$ cat src/rtl/mips_fetch.sv
// mips_fetch: two-state MIPS instruction fetch stage with next-PC selection and exception redirect
// Parameters: RESET_PC (PC after reset), EXC_VECTOR (PC on exception or jr alignment fault)
// Ports:
//   clock, reset (async, active-low)
//   imem_req/imem_addr -> instruction memory, imem_ack/imem_rdata <- instruction memory
//   inst/inst_valid/opcode/funct -> decode, inst_ready/control_type/except/rs_data <- decode
//   pc, epc, align_fault -> status
// Build option: define MIPS_FETCH_ALIGN_CHECK_EN to trap misaligned jr targets to EXC_VECTOR
module mips_fetch #(
  parameter logic [31:0] RESET_PC   = 32'h0040_0000,
  parameter logic [31:0] EXC_VECTOR = 32'h8000_0180
) (
  input  logic        clock,
  input  logic        reset,
  output logic        imem_req,
  output logic [31:0] imem_addr,
  input  logic        imem_ack,
  input  logic [31:0] imem_rdata,
  output logic [31:0] inst,
  output logic        inst_valid,
  output logic [5:0]  opcode,
  output logic [5:0]  funct,
  input  logic        inst_ready,
  input  logic [1:0]  control_type,
  input  logic        except,
  input  logic [31:0] rs_data,
  output logic [31:0] pc,
  output logic [31:0] epc,
  output logic        align_fault
);
  typedef enum logic {FETCH, HOLD} state_t;
  state_t      r_state, w_state;
  logic        r_run;
  logic [31:0] r_pc, r_inst, r_epc;
  logic [31:0] w_pc, w_inst, w_epc;
  logic [31:0] w_pc4, w_br, w_j, w_jr, w_target;
  logic        w_accept, w_misalign;
  // r_run keeps the request low until the first edge after reset release
  assign imem_req   = r_run && r_state == FETCH;
  assign imem_addr  = {r_pc[31:2], 2'b00};
  assign inst       = r_inst;
  assign inst_valid = r_state == HOLD;
  assign opcode     = r_inst[31:26];
  assign funct      = r_inst[5:0];
  assign pc         = r_pc;
  assign epc        = r_epc;
  assign w_accept   = r_state == HOLD && inst_ready;
  assign w_pc4      = r_pc + 32'd4;
  assign w_br       = w_pc4 + {{14{r_inst[15]}}, r_inst[15:0], 2'b00};
  assign w_j        = {w_pc4[31:28], r_inst[25:0], 2'b00};
  assign w_jr       = rs_data & 32'hFFFF_FFFC;
  assign w_target   = control_type == 2'b00 ? w_pc4 :
                      control_type == 2'b01 ? w_br  :
                      control_type == 2'b10 ? w_j   : w_jr;
`ifdef MIPS_FETCH_ALIGN_CHECK_EN
  logic r_align_fault;
  assign w_misalign  = control_type == 2'b11 && rs_data[1:0] != 2'b00;
  assign align_fault = r_align_fault;
  // a decoder exception outranks the alignment fault, so no pulse then
  always_ff @(posedge clock or negedge reset)
    if (!reset) r_align_fault <= 1'b0;
    else        r_align_fault <= w_accept && w_misalign && !except;
`else
  assign w_misalign  = 1'b0;
  assign align_fault = 1'b0;
`endif
  always_comb begin
    w_state = r_state;
    w_pc    = r_pc;
    w_inst  = r_inst;
    w_epc   = r_epc;
    if (r_state == FETCH) begin
      if (imem_req && imem_ack) begin
        w_inst  = imem_rdata;
        w_state = HOLD;
      end
    end else if (inst_ready) begin
      w_state = FETCH;
      w_pc    = except || w_misalign ? EXC_VECTOR : w_target;
      w_epc   = except || w_misalign ? r_pc : r_epc;
    end
  end
  always_ff @(posedge clock or negedge reset)
    if (!reset) begin
      r_state <= FETCH;
      r_run   <= 1'b0;
      r_pc    <= RESET_PC;
      r_inst  <= 32'd0;
      r_epc   <= 32'd0;
    end else begin
      r_state <= w_state;
      r_run   <= 1'b1;
      r_pc    <= w_pc;
      r_inst  <= w_inst;
      r_epc   <= w_epc;
    end
endmodule

$ cat config.mk
export PLATFORM = sky130hd
export DESIGN_NAME = mips_fetch
export DESIGN_NICKNAME = d
export VERILOG_FILES = /design/src/rtl/mips_fetch.sv
export SDC_FILE = /design/constraint.sdc
export NUM_CORES = 1
export LEC_CHECK = 0
export CORE_UTILIZATION = 52
export DETAILED_ROUTE_END_ITERATION = 8
export GPL_TIMING_DRIVEN = 0
export PLACE_DENSITY_LB_ADDON = 0.2
export SYNTH_ARGS = -nofsm -noshare
export SYNTH_HDL_FRONTEND = slang
export SYNTH_SLANG_ARGS = --single-unit
export TNS_END_PERCENT = 5
$ cat constraint.sdc
create_clock -name clock -period 8.8 [get_ports clock]
set_input_delay 1.76 -clock clock [delete_from_list [all_inputs] [get_ports clock]]
set_output_delay 1.76 -clock clock [all_outputs]
set_load 0.05 [all_outputs]
==> results, run 1 <==
- The initial cell density of the core is 54.1%.
- The first-pass iteration count of the detailed router is 5.
- The flow ran to the end, and the final reports show no timing, DRC or antenna violations.
- For this block, the initial DRC count from the detailed router was 543.
- The placer congestion estimate is about 0.94.
- The clock-pin transition on the worst setup and hold timing paths is 0.07 ns.
- Per report_power, the sequential group accounts for 23.0% of the total.
- Of all cell types, the one taking the most synthesized area is dfrtp_1.
- The total power divided by cell area is 330 nW/µm².
- In the final routing, the length of wire on met1 measures roughly 9.6 mm.
- The per-cell via count in the routed design is 5.83.
- The floorplan step defined a die boundary enclosing 13800 µm².
- Clock skew on the completed layout was measured at 0.00893 ns.
- The proportion of register bits with asynchronous set or reset after synthesis is 100%.
- The mux share of post-synthesis cell area is 16.0%.
- The minimum clock period after layout is roughly 4.7 ns.
- The number of CTS-inserted buffers is 9.
- TritonCTS built the clock tree.
- The largest fanout of any net on the critical path is 9.
- The total number of vias is between 6000 and 7000.
- In the final layout, the multi-input gates occupy ~4000 µm².
- The xor/xnor share of the synthesized area is 6.10%.
- The gate count after technology mapping is 704.
- The maximum buffer depth of the clock tree is 2.
- In the final layout, flip-flops and latches occupy around 2400 µm².
- At the pin with the least slew margin, the transition time is 0.861 ns.
- The max-cap check violation count is 0.
- The total global-route track usage is 32.0%.
- Of the synthesized area, sequential elements account for 34.0%.
- Synthesis instantiated 74 different standard cells from the library.
- For this run, design rule violations remaining after detail routing come to 0.
- The startpoint identified for the worst hold timing path is epc[30]$_DFFE_PN0P_.
- The internal portion of the total power is 1.56 mW.
- The post-CTS resize count is 0.
- The number of warning messages in the yosys log is 0.
- The prevailing post-synth register cell is dfrtp_1.
- The region available for standard cell placement spans 12800 µm².
- The critical path in this run is classified as register to register.
- The final hold violation count came to 0.
- The height of the die is 117 µm.
- Setup slack on the critical path of the routed design comes to 4.15 ns.
- The average instance in the mapped netlist occupies ~9.8 µm².
- For the worst-skew pair, the clock arrives at the later sink with an insertion delay of between 0.3 and 0.4 ns.
- The synthesized netlist devotes 13.2% of its cell area to simple gates.
- Adding up every negative setup slack in the final design gives 0 ns.
- The clock tree synthesis step divided the H-tree into 3 levels.
- The combinational share of power is a little under two thirds.
- The completed layout was analyzed and its total power is 3.13 mW.
- The highest metal layer carrying signal wires in the routed design is met4.
- Data on the critical path is required at its endpoint by a little over 9 ns.
- After synthesis, the cell types taking the most area are dfrtp_1 34%, mux2_2 9.6%, ha_1 6.3%.
- The number of port buffers is approximately 200.
- The share of the synthesized area in the top cell type is 33.7%.
- After detailed placement, the total cell area comes to ~9200 µm².
- After global routing the overflow that remains totals 0.
- The type of the tightest min-delay check is register to register.
- The power dissipated by switching net loads is 1.57 mW.
- The maximum number of pins on one net before global-route repair is 53.
- Detailed placement finished with a half-perimeter wire length of 16.9 mm.
- The commonest non-fill, non-tap cell in the layout is clkdlybuf4s50_1.
- The met2 wire length is 9.61 mm.
- The startpoint of the lowest-slack register-to-register path is pc[4]$_DFFE_PN0P_.
- The master cell of the clock root buffer is clkbuf_16.
- After routing the design area is between 9000 and 10000 µm².
- Summing every instance area after synthesis gives 6920 µm².
- The launch point of the worst path is pc[4]$_DFFE_PN0P_.
- Counting flops and latches in the post-synthesis netlist gives 94.
- Of the available clock period, the critical path in the final layout requires 52.9%.
- The growth of design area from synthesis to finish is 37.3%.
- The number of hold-repair buffers added at the cts stage is 0.
- The largest family of logic cells by synthesized area is multiplexers.
- The maximum VDD drop is around 0.00015 V.
- The detail route stage leaves a number of antenna-violating nets equal to 0.
- The routed design uses 1.74 mm of met3 wire.
- The clock network burns 13.1% of the power.
- The switching portion of total power is 50.2%.
- The global-route wire length before repair is ~34 mm.
- The kind of start point of the critical path is a register.
- The adder and majority gate portion of the synthesized area is 6.62%.
- The static power due to leakage is between 4 and 5 nW.
- The number of setup buffers added after CTS is 0.
- Setup repair after global routing left no endpoint under its margin.
- The count of antenna diodes in the layout is 0.
- The number of clock sinks is 94.
- The number of fillers in the final layout is approximately 900.
- The total number of nets in the final design is 1030.
- The initial antenna violation count is 0.
- The count of boundary I/O pins is 214.
- Leaving out fill and tap cells, the most frequent cells in the layout are 200 x clkdlybuf4s50_1, 93 x dfrtp_1, 59 x mux2_2, 52 x nand2_1, 50 x buf_4.
- STA puts the critical path data arrival time at 4.90 ns.
- After detailed routing, the average wire length per cell comes to between 15 and 20 µm.
- The kind of end point of the critical path is a register.
- The final layout contains routed wiring with a total length of 21.5 mm.
- The horizontal die dimension is ~120 µm.
- The floorplan has 41 rows.
- The count of flip-flops with a built-in enable after synthesis is 0.
- Summing the areas of all compound-gate instances in the mapped netlist gives 15.7% of the synthesized area.
- Setup violations remaining at the end of the flow were counted as 0.
- The number of max-slew violations in the final report is 0.
- The number of global-route vias before repair is 6338.
- Measured against its own limit, the worst slew margin works out to 42.4%.
- The highest achievable clock rate is roughly 0.21 GHz.
- The fraction of layout cells with a size suffix above 1 is 17.0%.
- The worst slack at placement is 4.33 ns.
[layer usage]
metal  track usage (%)  vias up
met5                 0        -
met4              12.1        0
met3              5.79       42
met2              49.1      344
met1              44.8     3069
li1                  -     2963
[power by group through the flow]
stage	registers, mW	clock network (mW)	logic, mW
after floorplan	1.12	0	0.956
after global placement	0.712	0	1.95
after detailed placement	0.724	0	1.98
after CTS	0.717	0.413	1.99
after global routing	0.739	0.428	2.11
final	0.720	0.410	2.00
[sequential cells by signal, summed over array words and instances, names as in the netlist]
| register | cells |
|---|---|
| epc | 30 |
| inst | 32 |
| inst_valid | 1 |
| pc | 30 |
| r_run | 1 |
[cells by family (layout without fill, tap and decap cells)]
family	Yosys count	after routing
flip-flops	94	94
adder cells (fa/ha/maj)	36	36
AO/OA/AOI/OAI	160	160
XOR/XNOR	46	46
other	2	8
multiplexers	86	86
AND/OR/NAND/NOR	177	177
buffers and inverters	103	321
[cell usage after synthesis (all sizes together) (3+ instances only)]
| master | count |
|---|---|
| a31o | 4 |
| o21a | 4 |
| nor4 | 4 |
| a21o | 19 |
| nor2 | 29 |
| buf | 55 |
| a221oi | 5 |
| xor2 | 15 |
| o31ai | 5 |
| mux2 | 59 |
| a21oi | 43 |
| o21ai | 31 |
| and4 | 3 |
| a31oi | 4 |
| xnor2 | 31 |
| inv | 21 |
| o22a | 4 |
| nand3 | 22 |
| nor2b | 6 |
| ha | 35 |
| dfrtp | 93 |
| nand2b | 4 |
| nand4 | 15 |
| nor3 | 15 |
| and3 | 10 |
| clkbuf | 26 |
| o21bai | 4 |
| mux2i | 13 |
| a211oi | 4 |
| mux4 | 14 |
| and2 | 7 |
| a22o | 12 |
| nand2 | 52 |
[through the flow]
step,hold WS (ns),cells,util (%)
2_1_floorplan,0.686,710,-
3_3_place_gp,0.468,1083,71.8
3_5_place_dp,0.471,1084,71.9
4_1_cts,0.486,1100,74.3
5_1_grt,0.506,1100,74.3
6_report,0.486,1100,74.3
[final timing paths]
check | endpoint | cells past startpoint | slack, ns
max | pc[21]$_DFFE_PN0P_ | 14 | 4.15
min reg2reg | epc[30]$_DFFE_PN0P_ | 2 | 0.49
max reg2reg | pc[21]$_DFFE_PN0P_ | 14 | 4.15
max in group asynchronous | pc[22]$_DFFE_PN1P_ | 2 | 6.67
min in group asynchronous | epc[6]$_DFFE_PN0P_ | 1 | 1.40
min | epc[30]$_DFFE_PN0P_ | 2 | 0.49
[worst max-delay path, stage by stage, from the launching register on]
cell,delay [ns]
dfrtp_1,0.38
buf_2,0.24
and4_1,0.21
clkbuf_1,0.29
nand4_1,0.29
nor3_1,0.27
xor2_1,0.35
ha_1,0.36
a21oi_1,0.43
nand2_1,0.16
nor4_1,0.46
o21bai_1,0.19
xor2_1,0.17
mux4_2,0.49
a31o_2,0.25
[area by class of cell]
| cell class | count | share of cell area, % |
|---|---|---|
| Clock buffer | 10 | 2.52 |
| Tap cell | 172 | 2.27 |
| Clock inverter | 6 | 0.698 |
| Sequential cell | 94 | 24.8 |
| Buffer | 81 | 5.17 |
| Multi-Input combinational cell | 513 | 42.2 |
| Timing Repair Buffer | 202 | 21.5 |
| Inverter | 22 | 0.870 |
No activity file was read; power rests on OpenSTA's default activity.
==> inputs of run 2 (changes only) <==
--- a/config.mk
+++ b/config.mk
@@ -5,7 +5,7 @@
 export SDC_FILE = /design/constraint.sdc
 export NUM_CORES = 1
 export LEC_CHECK = 0
-export CORE_UTILIZATION = 52
+export CORE_UTILIZATION = 48
 export DETAILED_ROUTE_END_ITERATION = 8
 export GPL_TIMING_DRIVEN = 0
 export PLACE_DENSITY_LB_ADDON = 0.2
==> constraint.sdc (replaced) <==
create_clock -name clock -period 4.6 [get_ports clock]
set_input_delay 0.92 -clock clock [delete_from_list [all_inputs] [get_ports clock]]
set_output_delay 0.92 -clock clock [all_outputs]
set_load 0.05 [all_outputs]
==> run 2 against run 1 <==
  * Worst hold slack hardly changed
  * Clock power is 70% higher
  * Register-to-register slack worse by 3.9 ns
  * Worst setup slack worse by 3.9 ns
  * Count of clock-buffer cells in the layout stayed put
  * Critical path type unchanged
==> results, run 2 (same netlist as run 1, synthesis figures left out) <==
- The depth of the worst register-to-register path is 14.
- The largest individual stage delay along the critical path comes from the cell or4b_4.
- The count of final setup violators is 0.
- The deepest level of the CTS H-tree is 3.
- The static power due to leakage is approximately 4.2 nW.
- The count of antenna diodes in the layout is 0.
- Setup repair after global routing left no endpoint under its margin.
- Following the worst setup path forward leads to its endpoint at pc[30]$_DFFE_PN0P_.
- The height of the die is 122 µm.
- The critical setup path kind is register to register.
- The final non-filler cell area is between 9000 and 10000 µm².
- The power dissipated by switching net loads is roughly 3.0 mW.
- The number of nets with antenna violations after detailed routing is 0.
- The total negative slack for setup checks is 0 ns.
- In the final design database the tool counted about 1000 nets.
- The number of max-slew violations in the final report is 0.
- The library cells used most frequently in the layout, excluding fill and tap cells, are 200 x clkdlybuf4s50_1, 92 x dfrtp_1, 59 x mux2_2, 52 x nand2_1, 52 x buf_4.
- The clock passes through at most 2 buffers.
- The maximum number of pins on one net before global-route repair is between 60 and 70.
- The area after detailed placement is 9200 µm².
- The setup slack of the most critical reg-to-reg path is 0.28 ns.
- The per-cell via count in the routed design is roughly 5.8.
- The growth of design area from synthesis to finish is 37.4%.
- The max-cap check violation count is 0.
- At the end of routability-driven placement, the weighted congestion stood at 0.910.
- After detailed routing, the total wire length is ~21 mm.
- The total global-route track usage is 29.2%.
- The number of port buffers is between 200 and 250.
- The final hold violation count came to 0.
- In this run the worst hold path is classified as register to register.
- For this run, the number of standard cells in the final layout without fillers is about 1100.
- Of all nets on the critical path, the largest fanout is 8.
- The cell that appears most often on the critical path is o21ai_2.
- The count of boundary I/O pins is 214.
- The startpoint of the lowest-slack register-to-register path is pc[12]$_DFFE_PN0P_.
- The terminus of the critical flop-to-flop path is pc[30]$_DFFE_PN0P_.
- The core region is 14000 µm².
- After detailed routing, the number of remaining DRC violations is 0.
- The initial antenna violation count is 0.
- The global-route wire length before repair is about 33 mm.
- The flow ran to the end, and the final reports show no timing, DRC or antenna violations.
- The cell sitting at the root of the clock tree is a clkbuf_16.
- The number of placed instances, taps included is 1092.
- Data arrives at the worst endpoint at 4.56 ns.
- The clock arrives with a little over 0.009 ns of skew.
- The fraction of layout cells with a size suffix above 1 is around 18%.
- The internal power of the cells totals 2.92 mW.
- The number of clock sinks is 94.
- The routed design could run at a clock period as short as approximately 4.3 ns.
- The launch point of the worst path is pc[12]$_DFFE_PN0P_.
- STA classifies the critical path startpoint as a register.
- Hold timing on the final database bottoms out at a slack of 0.486 ns.
- The first-pass iteration count of the detailed router is 5.
- After detailed routing, the average wire length per cell comes to 18.9 µm.
- Traced cell by cell, the critical path runs through buf_2 > nand4_2 > or4b_4 > or2_4 > nor3_1 > xor2_1 > ha_2 > and2_1 > o21ai_2 > nand2b_1 > a221oi_1 > o21ai_2 > or4b_1 > and3_1.
- The number of core rows is 43.
- The peak per-stage delay on the critical path is 0.61 ns.
- The horizontal die dimension is approximately 120 µm.
- Clock-pin slew was measured on the worst setup and hold paths at 0.07 ns.
- The ratio of final minimum period to clock period is between 90% and 100%.
- The highest achievable clock rate is 0.232 GHz.
- Once detailed placement completed, the half-perimeter wirelength came to between 15 and 20 mm.
- In this run, the clock network consumes 11.8% of the power.
- The maximum VDD drop is 0.000309 V.
- Buffers inserted during clock tree synthesis total 9.
- The number of global-route vias before repair is 6047.
- The total number of vias is 6437.
- In this run, the combinational gates consume between 60% and 70% of the power.
- Net switching is 50.5% of the power.
- The die area is 14900 µm².
- The register with the most flip-flops in the layout has 32 of them.
- The total power divided by cell area is approximately 620 nW/µm².
- The initial cell density of the core is 49.4%.
- The TritonCTS clock tree is done.
- The relative max-transition margin is 43.8%.
- The total congestion overflow is 0.
- Clock latency on the worst-skew pair, taken at its later pin, is 0.36 ns.
- The kind of end point of the critical path is a register.
- The data required time at the worst endpoint is 4.85 ns.
- At the pin with the least slew margin, the transition time is between 0.8 and 0.9 ns.
- Leaving out fill and tap cells, the most frequent cell in the layout is clkdlybuf4s50_1.
- Sequential cells account for 23.2% of the total power.
- The iteration-0 DRC count of the detailed router is 536.
[run 2: repair_timing]
| action | 4_1_cts | 5_1_grt |
|---|---|---|
| resized for setup | 0 | 10 |
| hold buffers | 0 | 0 |
| setup endpoints to repair | 0 | 3 |
| buffers inserted | 0 | 2 |
[run 2: stage by stage]
stage	power [mW]	util, %	setup WS (ns)
3_5_place_dp	5.16	65.8	0.177
3_3_place_gp	5.09	65.6	-0.871
4_1_cts	5.86	67.7	0.0796
5_1_grt	6.20	67.9	0.00182
6_report	5.89	67.9	0.284
2_1_floorplan	3.98	-	0.509
[run 2: worst min-delay path by stage]
stage	slack, ns	startpoint	endpoint	depth (start not counted)
floorplan	0.62	reset	epc[10]$_DFFE_PN0P_	0
global placement	0.46	epc[15]$_DFFE_PN0P_	epc[15]$_DFFE_PN0P_	2
global route	0.52	epc[15]$_DFFE_PN0P_	epc[15]$_DFFE_PN0P_	2
finish	0.49	epc[15]$_DFFE_PN0P_	epc[15]$_DFFE_PN0P_	2
detailed placement	0.47	epc[22]$_DFFE_PN0P_	epc[22]$_DFFE_PN0P_	2
CTS	0.49	epc[22]$_DFFE_PN0P_	epc[22]$_DFFE_PN0P_	2
[run 2: cell type report]
class / count / area, µm²
plain buffers: 81 / 492
clock buffers: 10 / 229
clock inverters: 5 / 35.0
fillers: 1127 / 4480
inverters: 22 / 82.6
multi-input cells: 513 / 4030
flip-flops and latches: 94 / 2350
well taps: 180 / 225
repair buffers: 204 / 2050
[run 2: metal layers]
layer  part of all wire [%]  track usage (%)  vias to the layer above
met2                     45             44.0                      380
met5                      0                0                        -
met1                     44             41.9                     3037
met3                    8.6             4.40                       42
met4                    2.6             11.4                        0
li1                       -                -                     2978
[run 2: critical path: cells and delay by family, from the launching register on]
kind | cells | cell delay, ns
AO/OA/AOI/OAI | 3 | 0.67
XOR/XNOR | 1 | 0.28
buffers and inverters | 1 | 0.23
AND/OR/NAND/NOR | 8 | 2.24
adder cells (fa/ha/maj) | 1 | 0.37
flip-flops | 1 | 0.42
[run 2: power by group through the flow]
stage	combinational [mW]	sequential [mW]	clock, mW
after floorplan	1.83	2.15	0
after global placement	3.72	1.37	0
after detailed placement	3.77	1.38	0
after CTS	3.79	1.37	0.708
after global routing	4.05	1.41	0.743
final	3.83	1.37	0.698
==> inputs of run 3 (changes only) <==
--- a/config.mk
+++ b/config.mk
@@ -5,7 +5,9 @@
 export SDC_FILE = /design/constraint.sdc
 export NUM_CORES = 1
 export LEC_CHECK = 0
-export CORE_UTILIZATION = 48
+export CELL_PAD_IN_SITES_DETAIL_PLACEMENT = 0
+export CELL_PAD_IN_SITES_GLOBAL_PLACEMENT = 1
+export CORE_UTILIZATION = 36
 export DETAILED_ROUTE_END_ITERATION = 8
 export GPL_TIMING_DRIVEN = 0
 export PLACE_DENSITY_LB_ADDON = 0.2
==> constraint.sdc (replaced) <==
create_clock -name clock -period 4.6 [get_ports clock]
set_input_delay 0.46 -clock clock [delete_from_list [all_inputs] [get_ports clock]]
set_output_delay 0.46 -clock clock [all_outputs]
set_load 0.05 [all_outputs]
==> run 3 against run 2 <==
  * Clock power rose by 8.3%
  * Register-to-register slack got worse by 0.09 ns
  * Critical path depth unchanged
  * Die area rose by 33%
  * Count of clock-buffer cells in the layout fell by 1
  * Global-route usage shrank 6.6 points
  * Largest cell class unchanged
  * Largest power group unchanged
==> results, run 3 (same netlist as run 1, synthesis figures left out) <==
- The run finished with clean final reports.
- The number of hold buffers added after CTS was 0.
- The library cell used most frequently in the layout, excluding fill and tap cells, is clkdlybuf4s50_1.
- Power spread over the standard cell area amounts to about 620 nW/µm².
- The worst-skew pair later-pin latency is roughly 0.36 ns.
- For this run, design rule violations remaining after detail routing come to 0.
- The worst-margin pin slew is 0.867 ns.
- CTS saw 94 sinks.
- The total length of routed met3 wires is 1.53 mm.
- The minimum clock period after layout is 4.40 ns.
- The relative max-transition margin is 42.2%.
- The depth of the worst register-to-register path is 14.
- The data required time at the worst endpoint is 4.85 ns.
- Leaving out fill and tap cells, the most frequent cells in the layout are 200 x clkdlybuf4s50_1, 92 x dfrtp_1, 59 x mux2_2, 52 x nand2_1, 50 x buf_4.
- The fraction of layout cells with a size suffix above 1 is 17.4%.
- The maximum buffer depth of the clock tree is 2.
- Setup repair after global routing left no endpoint under its margin.
- The count of boundary I/O pins is 214.
- The first-pass iteration count of the detailed router is 5.
- Dividing the detail-routed wire length by the instance count gives roughly 19 µm.
- In the final routing, the length of wire on met1 measures between 10 and 15 mm.
- The growth of design area from synthesis to finish is 38.3%.
- TritonCTS created 9 clock buffers.
- Summed over all nets, wire length on met2 after detailed routing comes to about 9.5 mm.
- After routing the design area is 9560 µm².
- For this design the static power due to leakage is 4.18 nW.
- STA puts the critical path data arrival time at 4.66 ns.
- The initial antenna violation count is 0.
- Summing all placed instances gives a cell area of 9270 µm².
- For this block, the initial DRC count from the detailed router was 544.
- The number of nets with antenna violations after detailed routing is 0.
- For this configuration, the core starts out at a cell density of 36.8%.
- The number of port buffers is 201.
- In this run the top signal layer used is met4.
- TritonCTS built the clock tree.
- The final hold violation count is 0.
- Along the worst path, the maximum fanout reaches 8.
- The setup path with the least slack is of type register to register.
- The first global-routing pass estimated 33.8 mm of wire.
- The min-delay analysis places its worst path in the category input pin to asynchronous set/reset pin.
- The count of final setup violators is 0.
- After clock tree synthesis, the clock-pin slew on the worst setup and hold paths is 0.08 ns.
- The core utilization of the finished layout is 51.0%.
- After filler insertion, the fill cell instance count of the layout stands at ~1800.
- The ratio of final minimum period to clock period is 95.8%.
- In this run the clock root is driven by a clkbuf_16.
- The initialized floorplan defines 50 standard-cell rows.
- STA classifies the critical path startpoint as a register.
- The number of flip-flops in the largest register is 32.
- The HPWL after detailed placement is 17.2 mm.
- Global routing used 22.6% of the available tracks across all layers.
- Global routing finished with a remaining overflow of 0.
- The maximum number of pins on one net before global-route repair is 52.
- The final layout contains roughly 1000 nets.
- Based on the critical path, the design can be clocked at up to 0.227 GHz.
- The worst setup path is captured at a register.
- The placer congestion estimate is 0.857.
- The die is around 140 µm tall.
- The count of antenna diodes in the layout is 0.
- The max-cap check violation count is 0.
- The total number of vias is approximately 6100.
- VDD sags by at most 0.000227 V.
- In this run the post-CTS setup repair buffer count came out at 0.
- The floorplan step defined a core boundary enclosing 18800 µm².
- From left edge to right edge, the die measures around 140 µm.
- The number of max-slew violations in the final report is 0.
- The deepest level of the CTS H-tree is 3.
- Between clock sinks in the finished design, the worst skew comes to 0.00696 ns.
- The number of global-route vias before repair is 5817.
- The final routed wirelength across all metal layers is between 20 and 25 mm.
- Using the TritonRoute via totals, the vias-per-cell ratio works out to 5.30.
- The die covers 19800 µm².
==> run 3: cell type report <==
class                      count  area [µm²]  share of cell area (%)
timing repair buffer         202        2040                    21.3
clock inverter                 7        63.8                   0.667
tap                          234         293                    3.06
inverter                      22        82.6                   0.864
clock buffer                   9         225                    2.36
multi-input combinational    513        4020                    42.0
sequential                    94        2350                    24.6
buffer                        80         487                    5.09
==> run 3: report_power, final <==
part / internal (mW) / switching [mW]
Combinational: 1.48 / 2.33
Clock: 0.381 / 0.375
Sequential: 1.07 / 0.305
Total: 2.93 / 3.01
==> run 3: timing repair <==
item | in CTS | in global routing
endpoints found under the hold margin | 0 | 0
setup endpoints to repair | 0 | 3
resized for setup | 0 | 3
==> run 3: worst paths after layout <==
| path | from | to | slack [ns] |
|---|---|---|---|
| worst max-delay path | pc[12]$_DFFE_PN0P_ | pc[30]$_DFFE_PN0P_ | 0.20 |
| worst min-delay path | reset | epc[31]$_DFFE_PN0P_ | 0.09 |
| worst max register to register | pc[12]$_DFFE_PN0P_ | pc[30]$_DFFE_PN0P_ | 0.20 |
| worst min register to register | epc[2]$_DFFE_PN0P_ | epc[2]$_DFFE_PN0P_ | 0.48 |
| max in group asynchronous | reset | pc[22]$_DFFE_PN1P_ | 3.79 |
| min in group clock | epc[2]$_DFFE_PN0P_ | epc[2]$_DFFE_PN0P_ | 0.48 |
==> run 3: critical path, stage by stage, from the launching register on <==
cell and delay (ns):
dfrtp_1 0.39, buf_2 0.22, nand4_2 0.19, or4b_4 0.61, or2_4 0.29, nor3_1 0.19
xor2_1 0.30, ha_1 0.36, and2_1 0.21, o21ai_1 0.24, nand2b_1 0.10, a221oi_1 0.28
o21ai_0 0.23, or4b_1 0.50, and3_1 0.19
==> run 3: through the flow <==
stage          instances  hold slack, ns  power [mW]  setup slack [ns]  setup TNS (ns)
3_3_place_gp        1145           0.461        5.14            -0.759          -69.84
3_5_place_dp        1146           0.474        5.16             0.158               0
5_1_grt             1161           0.149        6.26           0.00544               0
4_1_cts             1162           0.124        5.93             0.106               0
6_report            1161          0.0936        5.94             0.195               0
2_1_floorplan        710           0.164        3.98             0.509               0
==> run 3: layer usage <==
metal | GRT usage (%) | vias to the layer above
met5 | 0 | -
met4 | 6.69 | 0
met3 | 3.80 | 15
met2 | 33.8 | 230
met1 | 33.3 | 2936
li1 | - | 2968
